**config.mk**
```make
export PLATFORM = sky130hd
export DESIGN_NAME = regfile_wb_sched
export DESIGN_NICKNAME = d
export VERILOG_FILES = /design/src/rtl/regfile_sched_pkg.sv /design/src/rtl/rr_arb2.sv /design/src/rtl/regfile_wb_sched.sv
export SDC_FILE = /design/constraint.sdc
export NUM_CORES = 1
export LEC_CHECK = 0
export CAP_MARGIN = 40
export CORE_ASPECT_RATIO = 1.1
export CORE_MARGIN = 2
export CORE_UTILIZATION = 51
export CTS_CLUSTER_DIAMETER = 80
export DETAILED_ROUTE_END_ITERATION = 8
export MAX_ROUTING_LAYER = met4
export PLACE_DENSITY_LB_ADDON = 0.15
export SLEW_MARGIN = 20
export SYNTH_ARGS = -nofsm -noshare
export SYNTH_HDL_FRONTEND = slang
export SYNTH_HIERARCHICAL = 1
export SYNTH_SLANG_ARGS = --single-unit
```
**constraint.sdc**
```tcl
create_clock -name CLK -period 23.5 [get_ports CLK]
set_clock_uncertainty 0.05 [all_clocks]
set_input_delay 3.525 -clock CLK [delete_from_list [all_inputs] [get_ports CLK]]
set_output_delay 3.525 -clock CLK [all_outputs]
set_load 0.1 [all_outputs]
```
**src/rtl/regfile_sched_pkg.sv**
```systemverilog
// Shared types and constants for the register-file write-back scheduler.
// Latency: n/a (declarations only).
// Backpressure: n/a.
package regfile_sched_pkg;

  localparam int REG_IDX_W = 5;
  localparam int CNT_W     = 6;

  // Register x0 is hard-wired to zero, so it is never tracked or written.
  localparam logic [REG_IDX_W-1:0] REG_X0 = '0;

  // Write-back source identifiers; the value doubles as the grant bit index.
  typedef enum logic {
    SRC_ALU = 1'b0,
    SRC_MEM = 1'b1
  } wb_src_t;

endpackage

```
**src/rtl/rr_arb2.sv**
```systemverilog
// Two-requester round-robin arbiter holding the most-recently-granted pointer.
// Latency: grant is combinational from req_i; the pointer updates at the next edge.
// Backpressure: the loser of a tie simply keeps requesting; grants are forced low in reset.
// Ports: clk_i, rst_n_i (sync, active-low), req_i[1:0] (bit0 ALU, bit1 MEM), gnt_o[1:0] one-hot or zero.
module rr_arb2
  import regfile_sched_pkg::*;
(
  input  logic       clk_i,
  input  logic       rst_n_i,
  input  logic [1:0] req_i,
  output logic [1:0] gnt_o
);

  wb_src_t last_q;
  wb_src_t last_d;

  always_comb begin
    gnt_o  = 2'b00;
    last_d = last_q;
    if (rst_n_i) begin
      case (req_i)
        2'b01:   gnt_o = 2'b01;
        2'b10:   gnt_o = 2'b10;
        // On a tie the source that did not win last time goes next.
        2'b11:   gnt_o = (last_q == SRC_MEM) ? 2'b01 : 2'b10;
        default: gnt_o = 2'b00;
      endcase
      if (gnt_o[0]) begin
        last_d = SRC_ALU;
      end else if (gnt_o[1]) begin
        last_d = SRC_MEM;
      end
    end
  end

  // Resetting to MEM lets the ALU win the first tie.
  always_ff @(posedge clk_i) begin
    if (!rst_n_i) begin
      last_q <= SRC_MEM;
    end else begin
      last_q <= last_d;
    end
  end

endmodule

```
**src/rtl/regfile_wb_sched.sv**
```systemverilog
// Write-back scheduler + pending-write scoreboard in front of the register file write port.
// Latency: grant -> RegWrite/Wreg/Wdata 1 cycle; iss_stall combinational; pend_cnt registered.
// Backpressure: alu_ready/mem_ready are round-robin grants; sources hold their request until ready.
// Ports: CLK, RST_N (sync, active-low); iss_* issue-stage hazard query; alu_*/mem_* write-back
//        requests; RegWrite/Wreg/Wdata to the register file; pend_mask/pend_cnt/wb_err status.
module regfile_wb_sched
  import regfile_sched_pkg::*;
#(
  parameter int XLEN = 32,
  parameter int NREG = 32
) (
  input  logic                 CLK,
  input  logic                 RST_N,
  input  logic                 iss_valid,
  input  logic [REG_IDX_W-1:0] iss_rs1,
  input  logic [REG_IDX_W-1:0] iss_rs2,
  input  logic [REG_IDX_W-1:0] iss_rd,
  output logic                 iss_stall,
  input  logic                 alu_valid,
  input  logic [REG_IDX_W-1:0] alu_rd,
  input  logic [XLEN-1:0]      alu_data,
  output logic                 alu_ready,
  input  logic                 mem_valid,
  input  logic [REG_IDX_W-1:0] mem_rd,
  input  logic [XLEN-1:0]      mem_data,
  output logic                 mem_ready,
  output logic                 RegWrite,
  output logic [REG_IDX_W-1:0] Wreg,
  output logic [XLEN-1:0]      Wdata,
  output logic [NREG-1:0]      pend_mask,
  output logic [CNT_W-1:0]     pend_cnt,
  output logic                 wb_err
);

  logic [NREG-1:0]      pend_q, pend_d;
  logic [CNT_W-1:0]     cnt_q, cnt_d;
  logic                 regwrite_q, regwrite_d;
  logic [REG_IDX_W-1:0] wreg_q, wreg_d;
  logic [XLEN-1:0]      wdata_q, wdata_d;
  logic                 err_q, err_d;

  logic [1:0]           gnt;
  logic                 gnt_any;
  logic [REG_IDX_W-1:0] gnt_rd;
  logic [XLEN-1:0]      gnt_data;
  logic                 issue_set;
  logic [NREG-1:0]      set_vec, clr_vec;

  rr_arb2 u_arb (
    .clk_i   (CLK),
    .rst_n_i (RST_N),
    .req_i   ({mem_valid, alu_valid}),
    .gnt_o   (gnt)
  );

  assign alu_ready = gnt[SRC_ALU];
  assign mem_ready = gnt[SRC_MEM];
  assign gnt_any   = |gnt;
  assign gnt_rd    = gnt[SRC_MEM] ? mem_rd   : alu_rd;
  assign gnt_data  = gnt[SRC_MEM] ? mem_data : alu_data;

  // pend_q[0] is never set, so x0 sources/destinations can never cause a stall.
  // The rd check makes a second writer to an in-flight register wait (WAW).
  assign iss_stall = RST_N && iss_valid &&
                     (pend_q[iss_rs1] || pend_q[iss_rs2] || pend_q[iss_rd]);
  assign issue_set = RST_N && iss_valid && !iss_stall && (iss_rd != REG_X0);

  always_comb begin
    set_vec = '0;
    clr_vec = '0;
    if (issue_set) begin
      set_vec[iss_rd] = 1'b1;
    end
    // Retire on the same edge the register file captures the write.
    if (regwrite_q) begin
      clr_vec[wreg_q] = 1'b1;
    end
    // Set applied after clear so a simultaneous set/clear leaves the bit pending.
    pend_d    = (pend_q & ~clr_vec) | set_vec;
    pend_d[0] = 1'b0;

    cnt_d = '0;
    for (int i = 0; i < NREG; i++) begin
      cnt_d = cnt_d + CNT_W'(pend_d[i]);
    end
  end

  always_comb begin
    regwrite_d = 1'b0;
    wreg_d     = wreg_q;
    wdata_d    = wdata_q;
    err_d      = err_q;
    // A grant to x0 completes the handshake but is dropped here.
    if (gnt_any && (gnt_rd != REG_X0)) begin
      regwrite_d = 1'b1;
      wreg_d     = gnt_rd;
      wdata_d    = gnt_data;
      if (!pend_q[gnt_rd]) begin
        err_d = 1'b1;
      end
    end
  end

  always_ff @(posedge CLK) begin
    if (!RST_N) begin
      pend_q     <= '0;
      cnt_q      <= '0;
      regwrite_q <= 1'b0;
      wreg_q     <= '0;
      wdata_q    <= '0;
      err_q      <= 1'b0;
    end else begin
      pend_q     <= pend_d;
      cnt_q      <= cnt_d;
      regwrite_q <= regwrite_d;
      wreg_q     <= wreg_d;
      wdata_q    <= wdata_d;
      err_q      <= err_d;
    end
  end

  assign RegWrite  = regwrite_q;
  assign Wreg      = wreg_q;
  assign Wdata     = wdata_q;
  assign pend_mask = pend_q;
  assign pend_cnt  = cnt_q;
  assign wb_err    = err_q;

endmodule

```
== Word-level counts from Yosys, hierarchy flattened ==
Cells that the tools add are included.

* Word-level logic and storage cells: 90
* Output and inout bits: 80
* Input port bits: 94
* Flip-flop bits (word level): 78

* Mux-type cells: 23
* Order comparisons: 7
* Equality and inequality tests: 3
* Reductions and logical operators: 15
* Add/subtract/negate cells: 30
* Bitwise operators: 4

{| class="wikitable"
|+ Operator list
! kind !! count
|-
| $add 6x1->6 || 25
|-
| $mux 32 || 3
|-
| $and 32x32->32 || 1
|-
| $not 32->32 || 1
|-
| $or 32x32->32 || 1
|-
| $lt 5x6->1 const B || 5
|-
| $bmux 1 s5 || 4
|-
| $demux 1 s5 || 2
|-
| $ge 5x1->1 const B || 2
|-
| $reduce_bool 5->1 || 2
|-
| $mux 1 || 9
|-
| $logic_and 1x1->1 || 7
|-
| $add 5x1->6 || 1
|-
| $mux 2 || 3
|-
| $pmux 2 s3 || 1
|-
| $add 4x1->5 || 1
|-
| $mux 5 || 1
|-
| $add 3x1->4 || 1
|-
| $eq 2x2->1 const B || 2
|-
| $add 2x1->3 || 1
|-
| $add 1x1->2 || 1
|-
| $eq 2x1->1 const B || 1
|-
| $logic_or 1x1->1 || 2
|-
| $reduce_and 2->1 || 1
|-
| other kinds (4) || 4
|}

== Longest topological paths before layout ==
* Depth in word-level cells: 40
* Gate-level depth with buffers: 24
* Mapped depth without buffers: 22

== Cells and area by module ==
Netlist, hierarchy kept.

{| class="wikitable"
|+ By module, submodules not included
! module !! sequential area each (sq um) !! area an instance (sq um) !! instances !! cells an instance
|-
| regfile_wb_sched || 1521.5 || 5267.6 || 1 || 568
|-
| rr_arb2 || 20.0 || 61.3 || 1 || 9
|}

== Worst setup path before layout ==
OpenSTA, ideal clock, no wires.

* Kind: input to register
* Start: input iss_rs1[1]
* End: register cnt_q[4], in the netlist pend_cnt[4]
* Path buffers: 2
* Slack: 13225 ps
* Stages: 22
* Data required time: 23320 ps
* Setup time: 130 ps
* Data arrival time: 10095 ps
* Path through: clkbuf_1 -> mux4_2 -> o2111ai_1 -> nand4_1 -> or4_1 -> clkbuf_1 -> o21a_1 -> fa_1 -> inv_1 -> fa_1 -> fa_1 -> fa_1 -> fa_1 -> fa_1 -> fa_1 -> inv_1 -> fa_1 -> inv_1 -> a21o_1 -> a21oi_1 -> xor2_1 -> nor2_1

* Longest elaborated chain between the ends: 40

{| class="wikitable"
|+ Ends and longest elaborated chain
! what !! RTL line !! RTL
|-
| start, declared || regfile_wb_sched.sv:15 || <nowiki>input logic [REG_IDX_W-1:0] iss_rs1,</nowiki>
|-
| $bmux 1 s5 * || regfile_wb_sched.sv:65 || <nowiki>(pend_q[iss_rs1] || pend_q[iss_rs2] || pend_q[iss_rd]);</nowiki>
|-
| $mux 1 (not written as such) * || regfile_wb_sched.sv:65 ||
|-
| $logic_or 1x1->1 * (2 in series) || regfile_wb_sched.sv:65 ||
|-
| $logic_and 1x1->1 * || regfile_wb_sched.sv:64 || <nowiki>assign iss_stall = RST_N && iss_valid &&</nowiki>
|-
| $logic_not 1->1 * || regfile_wb_sched.sv:66 || <nowiki>assign issue_set = RST_N && iss_valid && !iss_stall && (iss_rd != REG_X0);</nowiki>
|-
| $logic_and 1x1->1 * (2 in series) || regfile_wb_sched.sv:66 ||
|-
| $mux 32 * || regfile_wb_sched.sv:71 || <nowiki>if (issue_set) begin</nowiki>
|-
| $or 32x32->32 * || regfile_wb_sched.sv:79 || <nowiki>pend_d = (pend_q & ~clr_vec) | set_vec;</nowiki>
|-
| $add 1x1->2 || regfile_wb_sched.sv:84 || <nowiki>cnt_d = cnt_d + CNT_W'(pend_d[i]);</nowiki>
|-
| $add 2x1->3 || regfile_wb_sched.sv:84 ||
|-
| $add 3x1->4 || regfile_wb_sched.sv:84 ||
|-
| $add 4x1->5 || regfile_wb_sched.sv:84 ||
|-
| $add 5x1->6 || regfile_wb_sched.sv:84 ||
|-
| $add 6x1->6 (24 in series) || regfile_wb_sched.sv:84 ||
|-
| $add 6x1->6 * || regfile_wb_sched.sv:84 ||
|-
| end signal, assigned || regfile_wb_sched.sv:114 || <nowiki>cnt_q <= cnt_d;</nowiki>
|-
| end, declared || regfile_wb_sched.sv:36 || <nowiki>logic [CNT_W-1:0] cnt_q, cnt_d;</nowiki>
|}

Every way passes the cells marked *; elsewhere a longest branch is shown, timed or not. The select of a mux whose other input is x is not followed.
A chain may end at the register's enable or synchronous reset.

== Worst setup path in the final report ==
* Start: input iss_rs1[2]
* End: register cnt_q[4], in the netlist pend_cnt[4]

The elaborated chain is that of the path after synthesis.

==> impl_metrics.json <==
{
  "synth-edff-count": 0,
  "status": "completed",
  "drv_cap": 0,
  "highest_layer": "met4",
  "slowest_stage": "or4_1",
  "rr_worst_depth": 21,
  "cp_max_fo": 16,
  "place.gp.congestion": 0.942,
  "crit_type": "input pin to flip-flop",
  "fin_crit_ns": 11.17,
  "synthXorXnorAreaFrac": 0.00329,
  "num_rows": 39,
  "cts_tree": "done",
  "syn_area_um2": 5330,
  "clockRootBuffer": "clkbuf_16",
  "synth_compound_area_frac": 0.220,
  "synth_nets": 701,
  "routed_wl_um": 22200,
  "path_buf_inv": 4,
  "ys.flop_type": "dfxtp_1",
  "p_sw_frac": 0.352,
  "rsz0062_at_grt": "false",
  "hold_viol": 0,
  "p_leak_nw": 3.43,
  "drive_gt1_frac": 0.176,
  "multi_input_area_um2": 3500,
  "start_util": 0.518,
  "period_share": 0.475,
  "critPathMostFrequentCell": "fa_1",
  "setup_violations": 0,
  "synthDistinctLibCells": 62,
  "synth.area.mux_share": 0.192,
  "die_x_um": 101,
  "wl_per_cell_um": 23.4,
  "clock.fmax_mhz": 89.6,
  "grt_pass1_vias": 6415,
  "seq_area_um2": 1540,
  "cts_buffers": 9,
  "diodes": 0,
  "yosysWarnings": 6,
  "endpoint_kind": "flip-flop",
  "crit_cells": 22,
  "ys_async_sr_fraction": 0,
  "dieArea_um2": 11300,
  "avgSynthCellArea_um2": 9.24,
  "pwr-share-comb": 0.350,
  "num_vias": 6129,
  "grt_pass1_wl_um": 34200,
  "netlist_instances": 577,
  "via_per_inst": 6.45,
  "drv_slew": 0,
  "place_hpwl_um": 16200,
  "synth_top_area_frac": 0.289,
  "antenna_found_initial": 0,
  "fill_cells": 502,
  "ys_seq_area_frac": 0.289,
  "peakVddDrop_mv": 0.0476,
  "cts_setup_buffers": 0,
  "layout-area-overhead-vs-synth_pct": 65.3,
  "fp.dieH_um": 111,
  "synth_top_family_by_area": "compound AO/OA/AOI/OAI gates",
  "met2WireLength_um": 11200,
  "insertion_delay_ns": 0.35,
  "synth_simple_gate_area_frac": 0.135,
  "crit_arrival_ns": 11.34,
  "drc": 0,
  "cts_max_path_buffers": 2,
  "power_frac_seq": 0.312,
  "worst_pin_slew_ns": 0.862,
  "whs_path_depth": 2,
  "synth_seq_cells": 77,
  "cts.sinks": 77,
  "cp_top_family": "adder cells",
  "drt_iter0_drc": 726,
  "p_per_area_nw_per_um2": 52.5,
  "path_cells": "clkdlybuf4s50_1 > mux2_2 > a221oi_1 > o41ai_2 > or4b_1 > or4_1 > o21ba_1 > fa_1 > inv_1 > fa_1 > fa_1 > fa_1 > fa_1 > fa_1 > fa_1 > inv_1 > fa_1 > inv_1 > a21o_1 > a21oi_1 > xor2_1 > nor2_1",
  "ant_nets": 0,
  "synth_top_cell_by_area": "dfxtp_1",
  "slew_headroom": 0.420,
  "cp.required_ns": 23.67,
  "grt_usage": 0.410,
  "clkPwrFrac": 0.338,
  "portBuffers": 172,
  "core-area_um2": 10300,
  "holdBufCountCts": 0,
  "intPower_mw": 0.300,
  "clk_pin_slew_ns": 0.06,
  "nNetsFinal": 926,
  "cp-start-kind": "input pin",
  "wl_met3_um": 2240,
  "io_pins": 174,
  "critPathMaxStageDelay_ns": 0.78,
  "m1WireLength_um": 7470,
  "grt_overflow": 0,
  "grt_max_degree": 65,
  "post_cts_resized": 0,
  "synthAdderAreaFrac": 0.103,
  "fin_tns_setup_ns": 0,
  "h-tree-depth": 3,
  "netSwitchingPower_mw": 0.163,
  "synth_top_cells_by_area": "dfxtp_1, mux2i_1, fa_1",
  "p_total_mw": 0.463,
  "drtPass1Iterations": 9,
  "hold_path.class": "flip-flop to flip-flop"
}
-- worst reg2reg max path, cell delays in order, from the launching register on --
cell	delay, ns
dfxtp_1	0.41
mux4_2	0.51
a22oi_2	0.18
o41ai_2	0.16
or4b_1	0.52
or4_1	0.78
o21ba_1	0.35
fa_1	0.54
inv_1	0.06
fa_1	0.50
fa_1	0.53
fa_1	0.53
fa_1	0.58
fa_1	0.45
fa_1	0.45
inv_1	0.08
fa_1	0.19
inv_1	0.05
a21o_1	0.17
a21oi_1	0.17
xor2_1	0.17
nor2_1	0.06
-- per-layer routing --
metal,vias to the layer above,GRT usage
li1,2595,-
met1,2898,0.465
met2,505,0.659
met3,131,0.0832
met4,0,0.243
met5,-,-
-- stage by stage --
| step | std cells | instance area, um2 | hold WS, ns | setup WS (ns) | util |
|---|---|---|---|---|---|
| after floorplan | 577 | 5330 | 0.436 | 13.23 | - |
| after global placement | 851 | 7080 | 0.425 | 12.09 | 0.688 |
| after detailed placement | 933 | 8470 | 0.443 | 12.13 | 0.823 |
| after CTS | 949 | 8800 | 0.452 | 12.43 | 0.855 |
| after global routing | 950 | 8810 | 0.476 | 12.02 | 0.856 |
| final | 950 | 8810 | 0.452 | 12.33 | 0.856 |
-- flip-flops by register name (all words and copies together), names as in the netlist --
signal / cells
RegWrite: 1
Wreg: 5
pend_cnt: 6
Wdata: 32
wb_err: 1
u_arb/last_q: 1
pend_mask: 31
-- layout by cell type (no fill, tap or decap), drive strengths merged, types with 6 or more instances in the layout --
cell type	count
ha	7
a21oi	11
mux4	14
o21ai	53
nor4	6
a211oi	35
a22oi	6
nor2	49
o22ai	27
nand3b	6
buf	86
nand2	22
clkbuf	11
fa	23
mux2i	67
clkdlybuf4s50	172
dfxtp	77
inv	30
or3b	6
o21a	12
nand3	7
nor2b	8
-- Yosys cell counts (4+ instances only) --
master,number
dfxtp_1,77
mux2i_1,66
nor2_1,49
a211oi_1,35
o21ai_0,33
clkbuf_1,32
inv_1,29
o22ai_1,24
fa_1,23
nand2_1,22
o21ai_1,18
mux4_2,14
o21a_1,12
a21oi_1,11
nor2b_1,8
buf_2,7
ha_1,7
nand3_1,7
nand3b_1,6
nor4_1,6
or3b_2,6
a22oi_1,5
or4_1,5
nor3_1,4
o2111ai_1,4
-- path summary, 6_finish.rpt --
| kind | startpoint | endpoint | slack [ns] |
|---|---|---|---|
| setup reg to reg | pend_mask[8] | pend_cnt[4] | 15.89 |
| hold / removal | Wdata[16] | Wdata[16] | 0.45 |
| setup / recovery | iss_rs1[2] | pend_cnt[4] | 12.33 |
| hold reg to reg | Wdata[16] | Wdata[16] | 0.45 |
-- power by group through the flow --
stage / registers [mW] / logic [mW] / clock network [mW]
4_1_cts: 0.144 / 0.161 / 0.156
6_report: 0.144 / 0.162 / 0.157
2_1_floorplan: 0.194 / 0.0397 / 0
3_3_place_gp: 0.146 / 0.125 / 0
3_5_place_dp: 0.147 / 0.159 / 0
5_1_grt: 0.145 / 0.168 / 0.161
-- area by class of cell --
type | count | share of cell area
Inverter | 29 | 0.0124
Tap cell | 143 | 0.0203
Clock buffer | 10 | 0.0271
Multi-Input combinational cell | 426 | 0.397
Timing Repair Buffer | 259 | 0.357
Sequential cell | 77 | 0.175
Clock inverter | 6 | 0.0107
-- cell families after synthesis --
| family | Yosys count |
|---|---|
| multiplexers | 84 |
| AND/OR/NAND/NOR | 137 |
| adder cells (fa/ha/maj) | 30 |
| AO/OA/AOI/OAI | 172 |
| buffers and inverters | 74 |
| other | 1 |
| flip-flops | 77 |
| XOR/XNOR | 2 |
Power figures use the tool's default switching activity.
